--- src/rtl/bus_rr_arbiter.sv ---
// Round-robin bus arbiter with address decode.
// Shares one single-transaction memory bus between NUM_MASTERS requesters and
// NUM_SLAVES slaves. One winning command is latched and routed to the slave
// selected by addr[15:12]. The winner receives a one-cycle m_ready pulse with
// the read data and an error flag. Unmapped addresses, illegal commands and
// stalled slaves all complete with m_err set.
module bus_rr_arbiter #(
  parameter int unsigned NUM_MASTERS = 4,
  parameter int unsigned NUM_SLAVES  = 2,
  parameter int unsigned ADDR_W      = 16,
  parameter int unsigned DATA_W      = 32,
  parameter int unsigned TIMEOUT     = 15
) (
  input  logic                          clk,
  input  logic                          rst_n,
  // master side
  input  logic [NUM_MASTERS-1:0]        m_valid,
  input  logic [NUM_MASTERS-1:0]        m_read,
  input  logic [NUM_MASTERS-1:0]        m_write,
  input  logic [NUM_MASTERS*ADDR_W-1:0] m_addr,
  input  logic [NUM_MASTERS*DATA_W-1:0] m_wdata,
  output logic [NUM_MASTERS-1:0]        m_ready,
  output logic [DATA_W-1:0]             m_rdata,
  output logic                          m_err,
  // slave side
  output logic [NUM_SLAVES-1:0]         s_valid,
  output logic                          s_read,
  output logic                          s_write,
  output logic [ADDR_W-1:0]             s_addr,
  output logic [DATA_W-1:0]             s_wdata,
  input  logic [NUM_SLAVES-1:0]         s_ready,
  input  logic [NUM_SLAVES*DATA_W-1:0]  s_rdata,
  // status
  output logic [NUM_MASTERS-1:0]        grant,
  output logic                          busy
);

  localparam int unsigned MW = (NUM_MASTERS > 1) ? $clog2(NUM_MASTERS) : 1;
  localparam int unsigned SW = (NUM_SLAVES > 1) ? $clog2(NUM_SLAVES) : 1;
  localparam int unsigned CW = $clog2(TIMEOUT + 1);

  typedef enum logic [1:0] {
    IDLE = 2'd0,
    XFER = 2'd1,
    RESP = 2'd2
  } state_t;

  state_t          state;
  logic [MW-1:0]   ptr;        // last winner; search starts just above it
  logic [MW-1:0]   win_q;      // owner of the transaction in flight
  logic [SW-1:0]   sel_q;      // decoded slave index
  logic            dec_err_q;  // command rejected at latch time
  logic [CW-1:0]   cnt;        // cycles spent waiting for s_ready

  // arbitration signals
  logic [MW-1:0]     win_idx;
  logic              win_found;
  int unsigned       cand;

  // winner's command slices and decode
  logic [ADDR_W-1:0] win_addr;
  logic [DATA_W-1:0] win_wdata;
  logic              win_read;
  logic              win_write;
  logic [3:0]        win_region;
  logic              win_dec_err;

  // selected slave response
  logic              sel_ready;
  logic [DATA_W-1:0] sel_rdata;

  // completion decision for the current XFER cycle
  logic              resp_fire;
  logic              resp_err;
  logic [DATA_W-1:0] resp_data;

  // Rotating priority search: first requester above the pointer, wrapping.
  always_comb begin
    win_idx   = '0;
    win_found = 1'b0;
    cand      = 0;
    for (int unsigned k = 1; k <= NUM_MASTERS; k++) begin
      cand = (32'(ptr) + k) % NUM_MASTERS;
      if (!win_found && m_valid[MW'(cand)]) begin
        win_found = 1'b1;
        win_idx   = MW'(cand);
      end
    end
  end

  assign win_addr   = m_addr[win_idx*ADDR_W +: ADDR_W];
  assign win_wdata  = m_wdata[win_idx*DATA_W +: DATA_W];
  assign win_read   = m_read[win_idx];
  assign win_write  = m_write[win_idx];
  assign win_region = win_addr[15:12];

  // Unmapped region or a command that is not exactly one of read/write.
  assign win_dec_err = (32'(win_region) >= NUM_SLAVES) || (win_read == win_write);

  assign sel_ready = s_ready[sel_q];
  assign sel_rdata = s_rdata[sel_q*DATA_W +: DATA_W];

  // Decide whether the transaction completes this cycle and with what result.
  always_comb begin
    resp_fire = 1'b0;
    resp_err  = 1'b0;
    resp_data = '0;
    if (state == XFER) begin
      if (dec_err_q) begin
        resp_fire = 1'b1;
        resp_err  = 1'b1;
      end else if (sel_ready) begin
        resp_fire = 1'b1;
        resp_data = s_read ? sel_rdata : '0;
      end else if (cnt == CW'(TIMEOUT - 1)) begin
        resp_fire = 1'b1;
        resp_err  = 1'b1;
      end
    end
  end

  // Transaction FSM with all bus outputs registered.
  always_ff @(posedge clk or negedge rst_n) begin
    if (!rst_n) begin
      state     <= IDLE;
      ptr       <= MW'(NUM_MASTERS - 1);
      win_q     <= '0;
      sel_q     <= '0;
      dec_err_q <= 1'b0;
      cnt       <= '0;
      grant     <= '0;
      busy      <= 1'b0;
      s_valid   <= '0;
      s_read    <= 1'b0;
      s_write   <= 1'b0;
      s_addr    <= '0;
      s_wdata   <= '0;
      m_ready   <= '0;
      m_rdata   <= '0;
      m_err     <= 1'b0;
    end else begin
      case (state)
        IDLE: begin
          if (win_found) begin
            state     <= XFER;
            busy      <= 1'b1;
            win_q     <= win_idx;
            grant     <= NUM_MASTERS'(1) << win_idx;
            s_read    <= win_read;
            s_write   <= win_write;
            s_addr    <= win_addr;
            s_wdata   <= win_wdata;
            sel_q     <= SW'(win_region);
            dec_err_q <= win_dec_err;
            cnt       <= '0;
            s_valid   <= win_dec_err ? '0 : (NUM_SLAVES'(1) << SW'(win_region));
          end
        end
        XFER: begin
          if (resp_fire) begin
            state   <= RESP;
            s_valid <= '0;
            m_ready <= grant;
            m_rdata <= resp_data;
            m_err   <= resp_err;
          end else begin
            cnt <= cnt + CW'(1);
          end
        end
        RESP: begin
          state   <= IDLE;
          m_ready <= '0;
          ptr     <= win_q;
          cnt     <= '0;
          grant   <= '0;
          busy    <= 1'b0;
        end
        default: begin
          state <= IDLE;
        end
      endcase
    end
  end

endmodule

--- config.mk ---
export PLATFORM = sky130hd
export DESIGN_NAME = bus_rr_arbiter
export DESIGN_NICKNAME = d
export VERILOG_FILES = /design/src/rtl/bus_rr_arbiter.sv
export SDC_FILE = /design/constraint.sdc
export NUM_CORES = 1
export LEC_CHECK = 0
export ABC_AREA = 0
export ABC_CLOCK_PERIOD_IN_PS = 1900
export CORE_AREA = 2 2 142 144
export CTS_BUF_LIST = sky130_fd_sc_hd__clkbuf_8
export CTS_CLUSTER_DIAMETER = 50
export DETAILED_ROUTE_END_ITERATION = 8
export DIE_AREA = 0 0 144 146
export DONT_BUFFER_PORTS = 1
export HOLD_SLACK_MARGIN = 0.06
export PLACE_DENSITY = 0.54
export SYNTH_ARGS = -nofsm -noshare
export SYNTH_HDL_FRONTEND = slang
export SYNTH_SLANG_ARGS = --single-unit
--- constraint.sdc ---
create_clock -name clk -period 1.9 [get_ports clk]
set_input_delay 0.57 -clock clk [delete_from_list [all_inputs] [get_ports clk]]
set_output_delay 0.57 -clock clk [all_outputs]
set_load 0.05 [all_outputs]
# [Word-level counts from Yosys, hierarchy flattened]
# Index checks and enable logic that the tools add are counted.
[op_classes] add_sub_neg=5 magnitude_cmp=7 n_eq_ne=7 shifts=5 muxes=47 n_reduce_logical=19
[op_table] operator="indexed part select 128 x 8 -> 32 bit" count=1
[op_table] operator="two-way mux 32 bit" count=3
[op_table] operator="indexed part select 64 x 7 -> 16 bit" count=1
[op_table] operator="indexed part select 64 x 7 -> 32 bit" count=1
[op_table] operator="two-way mux 1 bit" count=19
[op_table] operator="two-way mux 2 bit" count=9
[op_table] operator="two-way mux 4 bit" count=4
[op_table] operator="one-hot mux 4 bit (2 select lines)" count=2
[op_table] operator="< comparator 2 x 3 -> 1 bit (second input constant)" count=5
[op_table] operator="binary-select mux 1 bit (select 2 bit)" count=6
[op_table] operator="one-hot mux 4 bit (3 select lines)" count=1
[op_table] operator="AND reduction 2 bit" count=5
[op_table] operator="one-hot mux 2 bit (2 select lines)" count=2
[op_table] operator="!= test 2 bit (second input constant)" count=3
[op_table] operator="AND reduction 3 bit" count=2
[op_table] operator="nonzero test 2 bit" count=3
[op_table] operator="adder 2 x 1 -> 2 bit (second input constant)" count=2
[op_table] operator="adder 2 bit (second input constant)" count=2
[op_table] operator="adder 4 x 1 -> 4 bit (second input constant)" count=1
[op_table] operator="== test 4 bit (second input constant)" count=1
[op_table] operator="greater-or-equal comparator 4 x 2 -> 1 bit (second input constant)" count=1
[op_table] operator="<< shifter 1 x 2 -> 4 bit (first input constant)" count=1
[op_table] operator="logical AND 1 bit" count=3
[op_table] operator="logical NOT 1 bit" count=3
[op_table] operator="9 further kinds" count=9
[word_totals] ff_bits=106 output_inout_bits=94 wordCells=106

# [Depth between registers and ports, before layout]
# Gate-level depths: netlist (run 1).
[logic_depth] depth_word=20 ltp_mapped=9

# [Least setup slack after synthesis (run 1)]
# Ideal clock, no wire load.
[synth_timing] kind="input-to-reg" startpoint="in m_valid[3]" endpoint="reg s_valid[0]" arrival_time_ps=2005 required_time_ps=1805 slack_ps=-201 cell_stages=7 n_path_buf=1 cell_sequence="and3b_1 -> o32a_1 -> buf_6 -> mux2i_1 -> nand3b_1 -> a211o_1 -> o31ai_1"
[synth_between] elab_chain_cells=19
[synth_rtl] item="from (decl)" line_no="17" source="input logic [NUM_MASTERS-1:0] m_valid,"
[synth_rtl] item="branches (longest 19 deep; another with binary-select mux 1 bit (select 2 bit))"
[synth_rtl] item="to (signal assigned)" line_no="156" source="s_valid <= win_dec_err ? '0 : (NUM_SLAVES'(1) << SW'(win_region));"
[synth_rtl] item="to (decl)" line_no="26" source="output logic [NUM_SLAVES-1:0] s_valid,"
# Parallel ways; which one is timed is not known. The select of a mux whose other input is x is not followed.
# A chain may end at the register's enable or synchronous reset.

# [Final worst setup path (run 1)]
[layout_timing] startpoint="reg ptr[0]" endpoint="reg s_valid[1]"
[layout_between] elab_chain_cells=20
[layout_rtl] item="from (decl)" line_no="49" source="logic [MW-1:0] ptr;"
[layout_rtl] item="from (signal assigned)" line_no="126" source="ptr <= MW'(NUM_MASTERS - 1);"
[layout_rtl] item="from (signal assigned)" line_no="173" source="ptr <= win_q;"
[layout_rtl] item="branches (longest 20 deep; another with adder 2 x 1 -> 2 bit)"
# Parallel ways; which one is timed is not known. The select of a mux whose other input is x is not followed.

==> results of run 1 <==
-- report_power, final --
part           switching [mW]  internal, mW
registers                3.12          2.98
clock network           0.830         0.481
logic                    3.98          3.15
-- what timing repair did --
item	in CTS	in global routing
pin swaps	2	54
gates cloned	1	17
gates resized for setup	6	97
endpoints found under the hold margin	105	105
endpoints found under the setup margin	52	56
setup buffers	0	11
-- registers in the layout (all words and copies together) (netlist names) --
| name | flops |
|---|---|
| dec_err_q | 1 |
| m_ready | 4 |
| grant | 4 |
| s_addr | 16 |
| s_valid | 2 |
| s_wdata | 32 |
| m_err | 1 |
| win_q | 2 |
| s_read | 1 |
| busy | 1 |
| ptr | 2 |
| state | 2 |
| cnt | 4 |
| m_rdata | 32 |
| s_write | 1 |
-- area by class of cell --
| class | count | area (sq um) |
|---|---|---|
| Clock inverter | 7 | 47.5 |
| Clock buffer | 9 | 124 |
| Fill cell | 1994 | 11700 |
| Inverter | 7 | 26.3 |
| Tap cell | 265 | 332 |
| Timing Repair Buffer | 77 | 1020 |
| Sequential cell | 105 | 2630 |
| Multi-Input combinational cell | 606 | 3480 |
| Antenna cell | 3 | 7.51 |
-- layer usage --
layer	wire [microns]	part of all wire	vias up	global-route usage
met5	0	0	-	0
met4	398	0.017	0	0.0588
met3	1880	0.082	18	0.0438
met2	11200	0.49	307	0.310
met1	9360	0.41	2667	0.216
li1	-	-	2669	-
-- placed cells by master (no fill, tap or decap), drive strengths merged, types with 9 or more instances in the layout --
cell and count:
nor2 9, mux2i 50, inv 11, dfrtp 103, nand2 366, nand3 53, buf 66, o211ai 44
o31ai 34, clkbuf 20, o21ai 11
-- cell families (layout without fill, tap and decap cells) --
| logic type | after synthesis | count (layout) | synth area share |
|---|---|---|---|
| fa+ha+maj | 2 | 2 | 0.00415 |
| other cells | 0 | 3 | 0 |
| xor+xnor | 3 | 3 | 0.00436 |
| simple gates | 442 | 442 | 0.293 |
| mux | 54 | 54 | 0.0905 |
| flops | 105 | 105 | 0.436 |
| compound gates | 104 | 105 | 0.125 |
| buf+inv | 70 | 100 | 0.0465 |
-- final timing paths --
path | startpoint | to | slack [ns] | depth (start not counted)
min in group clk | s_rdata[14] | m_rdata[14] | 0.41 | 2
hold / removal | rst_n | m_rdata[11] | -0.13 | 0
max in group asynchronous | rst_n | ptr[1] | 1.85 | 0
hold reg to reg | win_q[0] | win_q[0] | 0.54 | 2
setup reg to reg | ptr[0] | s_valid[1] | -0.30 | 6
setup / recovery | ptr[0] | s_valid[1] | -0.30 | 6
-- synth_stat cells (2+ instances only) --
library cell	n	area, sq um
sky130_fd_sc_hd__nand2_1	366	1370
sky130_fd_sc_hd__dfrtp_1	103	2580
sky130_fd_sc_hd__nand3_1	53	265
sky130_fd_sc_hd__mux2i_1	50	500
sky130_fd_sc_hd__clkbuf_1	47	176
sky130_fd_sc_hd__o211ai_1	44	330
sky130_fd_sc_hd__o31ai_1	34	255
sky130_fd_sc_hd__buf_1	9	33.8
sky130_fd_sc_hd__nor2_1	9	33.8
sky130_fd_sc_hd__o21ai_1	9	45.0
sky130_fd_sc_hd__inv_1	7	26.3
sky130_fd_sc_hd__buf_2	5	25.0
sky130_fd_sc_hd__a21oi_1	4	20.0
sky130_fd_sc_hd__mux2_2	3	33.8
sky130_fd_sc_hd__nand2b_1	3	18.8
sky130_fd_sc_hd__o32ai_1	3	26.3
sky130_fd_sc_hd__dfstp_2	2	52.6
sky130_fd_sc_hd__ha_1	2	25.0
sky130_fd_sc_hd__nor2b_1	2	12.5
sky130_fd_sc_hd__o21ai_0	2	10.0
sky130_fd_sc_hd__o22a_1	2	17.5
sky130_fd_sc_hd__xor2_1	2	17.5
-- critical path, cell delays in order (launching register included) --
cell	delay, ns
sky130_fd_sc_hd__dfstp_2	0.54
sky130_fd_sc_hd__and3b_2	0.24
sky130_fd_sc_hd__o32a_4	0.49
sky130_fd_sc_hd__buf_12	0.19
sky130_fd_sc_hd__mux2i_1	0.12
sky130_fd_sc_hd__mux2_4	0.29
sky130_fd_sc_hd__o31ai_2	0.24
==> implementation parameters, run 1 <==
Parameter                              Value

Logic synthesis
  Portion of the post-synthesis area used by sequential elements    0.436
  Net Count, Synth    between 1k and 1.5k
  Count of flip-flops with a built-in enable after synthesis    0
  Number of warnings issued by yosys    0
  Synthesized area divided by synthesized cell count    7.73 sq um
  Post-synthesis cell area    6030 sq um
  Most frequently used flop master after synthesis    sky130_fd_sc_hd__dfrtp_1
  Share of flip-flops with an asynchronous set or reset after synthesis    1.00
  Instance count of the mapped netlist    780
  Synth unique cells    41
  FF+latch count, synth    105

Place
  Placed cell areas    6650 sq um
  Input/output buffers    0
  Final HPWL DP    14.6 mm
  Placed cell count    1033
  Placer congestion estimate    0.789
  Placement-stage worst setup slack    -0.387 ns

Pwr
  IR drop worst, VDD    618 uV
  P per Cell Area    1900 nW/um^2
  Static leakage    3.68 nW
  Overall Power    14.5 mW

GRT
  Number of antenna violations at the first check in global routing    2
  Number of global-route vias before repair    between 5k and 6k
  Grt ovf    0
  Maximum number of pins on one net before global-route repair    106
  Global-route wire length before repair    approximately 29 mm
  Combined global-route utilization of all metal layers    0.179

Drt
  Initial DRC Count    286
  Number of iterations in the first detailed-routing pass    5
  Avg WL per Cell    21.2 microns
  Vias    5661
  Vias per inst    around 5.2
  Remaining number of nets flagged by the antenna check after routing    0
  DRC violations left    0
  Total Wirelength    22.9 mm

Timing
  Final clock period utilization by the worst path    1.16
  Fmax    0.455 GHz
  Worst hold slack    -0.131 ns
  Worst max-slew margin expressed relative to the limit    0.545
  Setup_tns    -10.21 ns
  Layout Skew    about 0.011 ns
  Final critical delay including setup and external delays    ~2.2 ns
  Final Slew Violations    0
  Worst-margin pin slew    between 0.6 and 0.7 ns
  Final setup fails    55
  Setup repair after global routing missed its margin    yes
  Post-route worst setup slack    -0.300 ns
  Count of final hold-check violations    103

Run status
  Status    finished, violations left
  Violations in the final reports    negative hold slack, negative setup slack

Clocking
  Clk slew on worst S/H paths    roughly 0.11 ns
  Root buffer cell    sky130_fd_sc_hd__clkbuf_8
  CTS tree    done
  CTS Buf Count    9
  Bufs on Longest Clock Path    2
  H-tree depth reported by CTS    3
  Clk_lat worst skew    ~0.37 ns
  Clock sink count    around 110

Layout
  Final Util    0.397
  Layout area overhead    27.3%
  Final standard cell count with taps included and fillers excluded    1079
  Final #Nets    1080
  Fraction of layout instances using a drive strength above 1    0.205
  Final standard cell area without fillers    7670 sq um

Critical path
  Crit path required time    around 2.2 ns
  Worst Setup End Kind    flip-flop
  Startpoint type of the worst setup path    flip-flop
  Arrival time reported for the critical path endpoint    2.50 ns
  Critical-path maximum fanout    7
  Category of the most critical setup path    flip-flop to flip-flop

Die
  Cell Rows    51
  Overall die width    144 microns
  Effective utilization at floorplan    0.312
  Die Area    21000 sq um
  Die extent in y    between 100 and 150 microns
  Number of primary I/O pins    366
  Core Region    19300 sq um

Min path
  Type of the tightest min-delay check    input pin to async pin

Run
  Number of maximum-capacitance violations    0
(Power assumes the default switching activity.)
==> run 2, diff against run 1 <==
--- a/config.mk
+++ b/config.mk
@@ -14,7 +14,8 @@
 export DIE_AREA = 0 0 144 146
 export DONT_BUFFER_PORTS = 1
 export HOLD_SLACK_MARGIN = 0.06
-export PLACE_DENSITY = 0.54
+export REMOVE_ABC_BUFFERS = 1
+export SKIP_LAST_GASP = 1
 export SYNTH_ARGS = -nofsm -noshare
 export SYNTH_HDL_FRONTEND = slang
 export SYNTH_SLANG_ARGS = --single-unit
==> implementation parameters, run 2 (same netlist as run 1, synthesis figures left out) <==
Parameter                              Value

Die
  Die extent in y    146 microns (unchanged)
  Core Region    19300 sq um (unchanged)
  Overall die width    144 microns (unchanged)
  Number of primary I/O pins    366 (unchanged)
  Die Area    21000 sq um (unchanged)
  Cell Rows    51 (unchanged)
  Effective utilization at floorplan    0.312 (unchanged)

Timing
  Final Slew Violations    0 (unchanged)
  Final clock period utilization by the worst path    1.19 (was 1.16)
  Post-route worst setup slack    -0.358 ns (was -0.300 ns)
  Setup repair after global routing missed its margin    yes (unchanged)
  Worst hold slack    -0.138 ns (was -0.131 ns)
  Worst-margin pin slew    0.596 ns (was 0.683 ns)
  Final setup fails    57 (was 55)
  Layout Skew    0.0125 ns (was 0.0113 ns)
  Fmax    0.443 GHz (was 0.455 GHz)
  Count of final hold-check violations    103 (unchanged)
  Final critical delay including setup and external delays    2.26 ns (was 2.20 ns)
  Worst max-slew margin expressed relative to the limit    0.603 (was 0.545)

Drt
  Detail Route met3 WL    2.01 mm (was 1.88 mm)
  Avg WL per Cell    23.0 microns (was 21.2 microns)
  Vias    5752 (was 5661)
  Vias per inst    5.38 (was 5.25)
  Total Wirelength    24.7 mm (was 22.9 mm)
  Detailed-routing wirelength on met1    9.04 mm (was 9.36 mm)
  Number of iterations in the first detailed-routing pass    5 (unchanged)
  Initial DRC Count    339 (was 286)
  Detailed-routed wire length on met2    12.8 mm (was 11.2 mm)
  Remaining number of nets flagged by the antenna check after routing    0 (unchanged)
  DRC violations left    0 (unchanged)
  Highest routed layer    met4 (unchanged)

Clocking
  CTS tree    done (unchanged)
  H-tree depth reported by CTS    3 (unchanged)
  Clk slew on worst S/H paths    0.11 ns (about the same)
  Clk_lat worst skew    0.39 ns (was 0.37 ns)
  CTS Buf Count    9 (unchanged)
  Bufs on Longest Clock Path    2 (unchanged)
  Root buffer cell    sky130_fd_sc_hd__clkbuf_8 (unchanged)
  Clock sink count    105 (unchanged)

Layout
  Layout area overhead    27.4% (was 27.3%)
  Final #Nets    1074 (was 1080)
  Antenna diode count    0 (was 3)
  Leading registers by flop count    m_rdata x32, s_wdata x32, s_addr x16 (unchanged)
  Filler Cells Inserted    1980 (was 1994)
  Final standard cell area without fillers    7680 sq um (was 7670 sq um)
  Fraction of layout instances using a drive strength above 1    0.163 (was 0.205)
  Commonest cells after routing, fill and taps aside    sky130_fd_sc_hd__nand2_1 (357), sky130_fd_sc_hd__dfrtp_1 (102), sky130_fd_sc_hd__nand3_1 (46) (was sky130_fd_sc_hd__nand2_1 (325), sky130_fd_sc_hd__dfrtp_1 (102), sky130_fd_sc_hd__nand3_1 (46))
  Most common library cell in the layout ignoring fill and taps    sky130_fd_sc_hd__nand2_1 (unchanged)

Run status
  Status    finished, violations left (unchanged)
  Violations in the final reports    negative hold slack, negative setup slack (unchanged)

Pwr
  P per Cell Area    1950 nW/um^2 (was 1900 nW/um^2)
  IR drop worst, VDD    682 uV (was 618 uV)
  Static leakage    3.66 nW (was 3.68 nW)

Critical path
  Category of the most critical setup path    flip-flop to flip-flop (unchanged)
  Worst Setup End Kind    flip-flop (unchanged)
  Startpoint type of the worst setup path    flip-flop (unchanged)
  Critical-path maximum fanout    6 (was 7)
  Arrival time reported for the critical path endpoint    2.54 ns (was 2.50 ns)
  Crit path required time    2.18 ns (was 2.20 ns)
  R2R cell count    8 (was 6)
  Termination of the worst setup path    s_valid[1] (unchanged)
  FF-to-FF End    s_valid[1] (unchanged)
  Minimum setup slack among reg-to-reg paths    -0.36 ns (was -0.30 ns)
  Reg-to-reg critical path startpoint    ptr[1] (was ptr[0])
  Worst setup path startpoint    ptr[1] (was ptr[0])

Min path
  Type of the tightest min-delay check    input pin to async pin (unchanged)

GRT
  Maximum number of pins on one net before global-route repair    106 (unchanged)
  Grt ovf    0 (unchanged)
  Combined global-route utilization of all metal layers    0.201 (was 0.179)
  Number of global-route vias before repair    5212 (was 5186)
  Number of antenna violations at the first check in global routing    0 (was 2)
  Global-route wire length before repair    31.4 mm (was 28.8 mm)

Place
  Placed cell areas    6500 sq um (was 6650 sq um)
  Placer congestion estimate    0.835 (was 0.789)
  Placement-stage worst setup slack    -0.632 ns (was -0.387 ns)
  Input/output buffers    0 (unchanged)
  Final HPWL DP    14.3 mm (was 14.6 mm)

Run
  Number of maximum-capacitance violations    0 (unchanged)
## run 2: cell count changes in the layout (fill, tap and decap cells not counted), moves of 3 or more
cell	change
sky130_fd_sc_hd__buf_12	+6
sky130_fd_sc_hd__buf_4	-20
sky130_fd_sc_hd__nand2_1	+32
sky130_fd_sc_hd__diode_2	-3
sky130_fd_sc_hd__nand2_4	-15
sky130_fd_sc_hd__buf_16	+6
sky130_fd_sc_hd__nand2_2	-17
## run 2: repair_timing
item                                   in CTS  in global routing
pin swaps                                  15                 41
gates resized for setup                    37                 39
endpoints found under the hold margin     105                105
setup endpoints to repair                  58                 59
cloned                                     11                 12
buffers inserted                           11                  9
## run 2: layer usage
metal,track usage,up-vias
li1,-,2672
met1,0.224,2715
met2,0.365,316
met3,0.0461,49
met4,0.0824,0
met5,0,-
## run 2: worst max-delay path, cell delays in order (launching register included)
cell                      delay, ns
sky130_fd_sc_hd__dfstp_2       0.62
sky130_fd_sc_hd__buf_6         0.13
sky130_fd_sc_hd__mux2i_2       0.20
sky130_fd_sc_hd__o22a_2        0.24
sky130_fd_sc_hd__o21ai_4       0.08
sky130_fd_sc_hd__buf_12        0.16
sky130_fd_sc_hd__mux2i_2       0.16
sky130_fd_sc_hd__a211o_1       0.33
sky130_fd_sc_hd__o31ai_1       0.22
## run 2: area by class of cell
cell class | instances | area, sq um | area share
clock buffer | 11 | 151 | 0.0197
clock inverter | 5 | 61.3 | 0.00798
inverter | 7 | 26.3 | 0.00342
multi-input combinational | 607 | 3340 | 0.434
sequential | 105 | 2630 | 0.343
tap | 265 | 332 | 0.0432
timing repair buffer | 70 | 1140 | 0.149
## run 2: worst min path at each step
stage | startpoint | end | slack, ns | depth (start not counted)
floorplan | rst_n | busy | 0.27 | 0
global placement | rst_n | m_rdata[17] | 0.28 | 0
detailed placement | rst_n | m_rdata[17] | 0.28 | 0
CTS | rst_n | m_rdata[17] | -0.17 | 0
global route | rst_n | m_rdata[17] | -0.17 | 0
finish | rst_n | m_rdata[17] | -0.14 | 0
## run 2: power by group
part           leakage, nW  switching [mW]  internal [mW]
logic                 2.20            4.04           3.33
registers             1.34            3.13           2.98
clock network        0.110           0.846          0.693
## run 2: per-stage QoR
step                      TNS, ns  utilization  std cells  power, mW
after global routing       -18.95        0.397       1070       15.8
after global placement     -20.83        0.336       1015       11.2
after detailed placement   -25.51        0.336       1015       11.3
final                      -14.48        0.397       1070       15.0
after CTS                  -14.43        0.374       1051       14.1
after floorplan           -314.94            -        717       9.43
==> run 3, diff against run 2 <==
--- a/config.mk
+++ b/config.mk
@@ -6,7 +6,7 @@
 export NUM_CORES = 1
 export LEC_CHECK = 0
 export ABC_AREA = 0
-export ABC_CLOCK_PERIOD_IN_PS = 1900
+export ABC_CLOCK_PERIOD_IN_PS = 2000
 export CORE_AREA = 2 2 142 144
 export CTS_BUF_LIST = sky130_fd_sc_hd__clkbuf_8
 export CTS_CLUSTER_DIAMETER = 50
==> constraint.sdc (replaced) <==
create_clock -name clk -period 2 [get_ports clk]
set_input_delay 0.6 -clock clk [delete_from_list [all_inputs] [get_ports clk]]
set_output_delay 0.6 -clock clk [all_outputs]
set_load 0.05 [all_outputs]
==> implementation parameters, run 3 (same netlist as run 1, synthesis figures left out) <==
Parameter                              Value

Timing
  Fmax    0.449 GHz (was 0.443 GHz)
  Worst hold slack    -0.0980 ns (was -0.138 ns)
  Final Slew Violations    0 (unchanged)
  Count of final hold-check violations    103 (unchanged)
  Layout Skew    0.0220 ns (was 0.0125 ns)
  Final setup fails    46 (was 57)
  Final clock period utilization by the worst path    1.11 (was 1.19)
  Worst-margin pin slew    0.576 ns (was 0.596 ns)
  Final critical delay including setup and external delays    2.23 ns (was 2.26 ns)
  Post-route worst setup slack    -0.227 ns (was -0.358 ns)
  Worst max-slew margin expressed relative to the limit    0.616 (was 0.603)
  Setup repair after global routing missed its margin    yes (unchanged)

Die
  Overall die width    144 microns (unchanged)
  Die extent in y    146 microns (unchanged)
  Effective utilization at floorplan    0.312 (unchanged)
  Core Region    19300 sq um (unchanged)
  Cell Rows    51 (unchanged)
  Die Area    21000 sq um (unchanged)
  Number of primary I/O pins    366 (unchanged)

Place
  Placed cell count    1008 (was 1015)
  Input/output buffers    0 (unchanged)
  Placement-stage worst setup slack    -0.415 ns (was -0.632 ns)
  Final HPWL DP    14.2 mm (was 14.3 mm)
  Placed cell areas    6460 sq um (was 6500 sq um)
  Placer congestion estimate    0.845 (was 0.835)

Run status
  Violations in the final reports    negative hold slack, negative setup slack (unchanged)
  Status    finished, violations left (unchanged)

Clocking
  Clock sink count    105 (unchanged)
  Bufs on Longest Clock Path    2 (unchanged)
  Root buffer cell    sky130_fd_sc_hd__clkbuf_8 (unchanged)
  Clk slew on worst S/H paths    0.11 ns (about the same)
  Clk_lat worst skew    0.38 ns (was 0.39 ns)
  CTS tree    done (unchanged)
  H-tree depth reported by CTS    3 (unchanged)
  CTS Buf Count    9 (unchanged)

Layout
  Commonest cells after routing, fill and taps aside    sky130_fd_sc_hd__nand2_1 (362), sky130_fd_sc_hd__dfrtp_1 (102), sky130_fd_sc_hd__nand3_1 (53) (was sky130_fd_sc_hd__nand2_1 (357), sky130_fd_sc_hd__dfrtp_1 (102), sky130_fd_sc_hd__nand3_1 (46))
  Filler Cells Inserted    2026 (was 1980)
  Final #Nets    1053 (was 1074)
  Fraction of layout instances using a drive strength above 1    0.125 (was 0.163)
  Final standard cell area without fillers    7250 sq um (was 7680 sq um)
  Antenna diode count    0 (unchanged)
  Final standard cell count with taps included and fillers excluded    1049 (was 1070)
  Most common library cell in the layout ignoring fill and taps    sky130_fd_sc_hd__nand2_1 (unchanged)
  Area taken by flip-flops and latches    2630 sq um (unchanged)
  Leading registers by flop count    m_rdata x32, s_wdata x32, s_addr x16 (unchanged)
  Area of combinational cells with multiple inputs    3310 sq um (was 3340 sq um)
  Layout area overhead    20.3% (was 27.4%)

Critical path
  Cell at the slowest stage of the critical path    sky130_fd_sc_hd__dfstp_2 (unchanged)
  Crit path required time    2.28 ns (was 2.18 ns)
  Worst Setup End Kind    flip-flop (unchanged)
  Cell chain of the critical path    buf_4, mux2i_1, o22a_2, buf_12, o21ai_4, nand3b_1, a211o_1, o31ai_1 (was buf_6, mux2i_2, o22a_2, o21ai_4, buf_12, mux2i_2, a211o_1, o31ai_1)
  Category of the most critical setup path    flip-flop to flip-flop (unchanged)
  Delay of the slowest cell on the worst path    0.59 ns (was 0.62 ns)
  R2R cell count    8 (unchanged)
  Arrival time reported for the critical path endpoint    2.51 ns (was 2.54 ns)
  Count of buffer and inverter cells on the critical path    2 (unchanged)
  Stages on worst setup path    8 (unchanged)
  Critical-path maximum fanout    5 (was 6)
  Startpoint type of the worst setup path    flip-flop (unchanged)
  Delay-heaviest family, CP    compound AO/OA/AOI/OAI gates (unchanged)

Run
  Number of maximum-capacitance violations    0 (unchanged)

GRT
  Number of global-route vias before repair    5085 (was 5212)
  Global-route wire length before repair    29.9 mm (was 31.4 mm)
  Maximum number of pins on one net before global-route repair    106 (unchanged)
  Combined global-route utilization of all metal layers    0.187 (was 0.201)
  Number of antenna violations at the first check in global routing    0 (unchanged)
  Grt ovf    0 (unchanged)

Min path
  Type of the tightest min-delay check    input pin to async pin (unchanged)

Pwr
  Static leakage    3.44 nW (was 3.66 nW)
  P per Cell Area    1850 nW/um^2 (was 1950 nW/um^2)
  IR drop worst, VDD    604 uV (was 682 uV)

Drt
  DRC violations left    0 (unchanged)
  Initial DRC Count    285 (was 339)
  Number of iterations in the first detailed-routing pass    5 (unchanged)
  Total Wirelength    23.5 mm (was 24.7 mm)
  Remaining number of nets flagged by the antenna check after routing    0 (unchanged)
  Avg WL per Cell    22.4 microns (was 23.0 microns)
  Vias    5576 (was 5752)
  Vias per inst    5.32 (was 5.38)
-- run 3: cell type report --
cell class	instances	share of cell area
inverters	7	0.00362
repair buffers	49	0.103
flip-flops and latches	105	0.363
clock buffers	10	0.0190
multi-input cells	607	0.457
well taps	265	0.0457
clock inverters	6	0.00897
-- run 3: final timing paths --
path	from	endpoint	slack, ns
min	rst_n	m_rdata[12]	-0.1
max reg2reg	ptr[1]	s_valid[0]	-0.23
min reg2reg	win_q[1]	win_q[1]	0.49
min in group clk	s_rdata[8]	m_rdata[8]	0.42
max	ptr[1]	s_valid[0]	-0.23
max in group asynchronous	rst_n	ptr[0]	1.87
-- run 3: what timing repair did --
| action | 4_1_cts | 5_1_grt |
|---|---|---|
| setup buffers | 7 | 4 |
| cloned | 4 | 12 |
| pin swaps | 7 | 12 |
| endpoints found under the hold margin | 104 | 103 |
| setup endpoints to repair | 51 | 55 |
| resized for setup | 19 | 23 |
-- run 3: layer usage --
layer | up-vias | wire length [microns] | part of all wire | global-route usage
li1 | 2613 | - | - | -
met1 | 2638 | 8630 | 0.37 | 0.205
met2 | 295 | 12400 | 0.53 | 0.351
met3 | 30 | 1980 | 0.084 | 0.0526
met4 | 0 | 448 | 0.019 | 0.0471
met5 | - | 0 | 0 | 0
-- run 3: stage by stage --
step | TNS, ns | utilization | power (mW)
after floorplan | -306.47 | - | 9.01
after global placement | -14.36 | 0.334 | 10.6
after detailed placement | -17.18 | 0.334 | 10.7
after CTS | -7.82 | 0.355 | 12.6
after global routing | -10.69 | 0.375 | 14.3
final | -6.86 | 0.375 | 13.4
-- run 3: power breakdown --
| group | switching, mW | total (mW) | internal [mW] |
|---|---|---|---|
| combinational | 3.62 | 6.24 | 2.62 |
| sequential | 2.95 | 5.78 | 2.83 |
| clock | 0.768 | 1.39 | 0.619 |
| total | 7.33 | 13.4 | 6.07 |
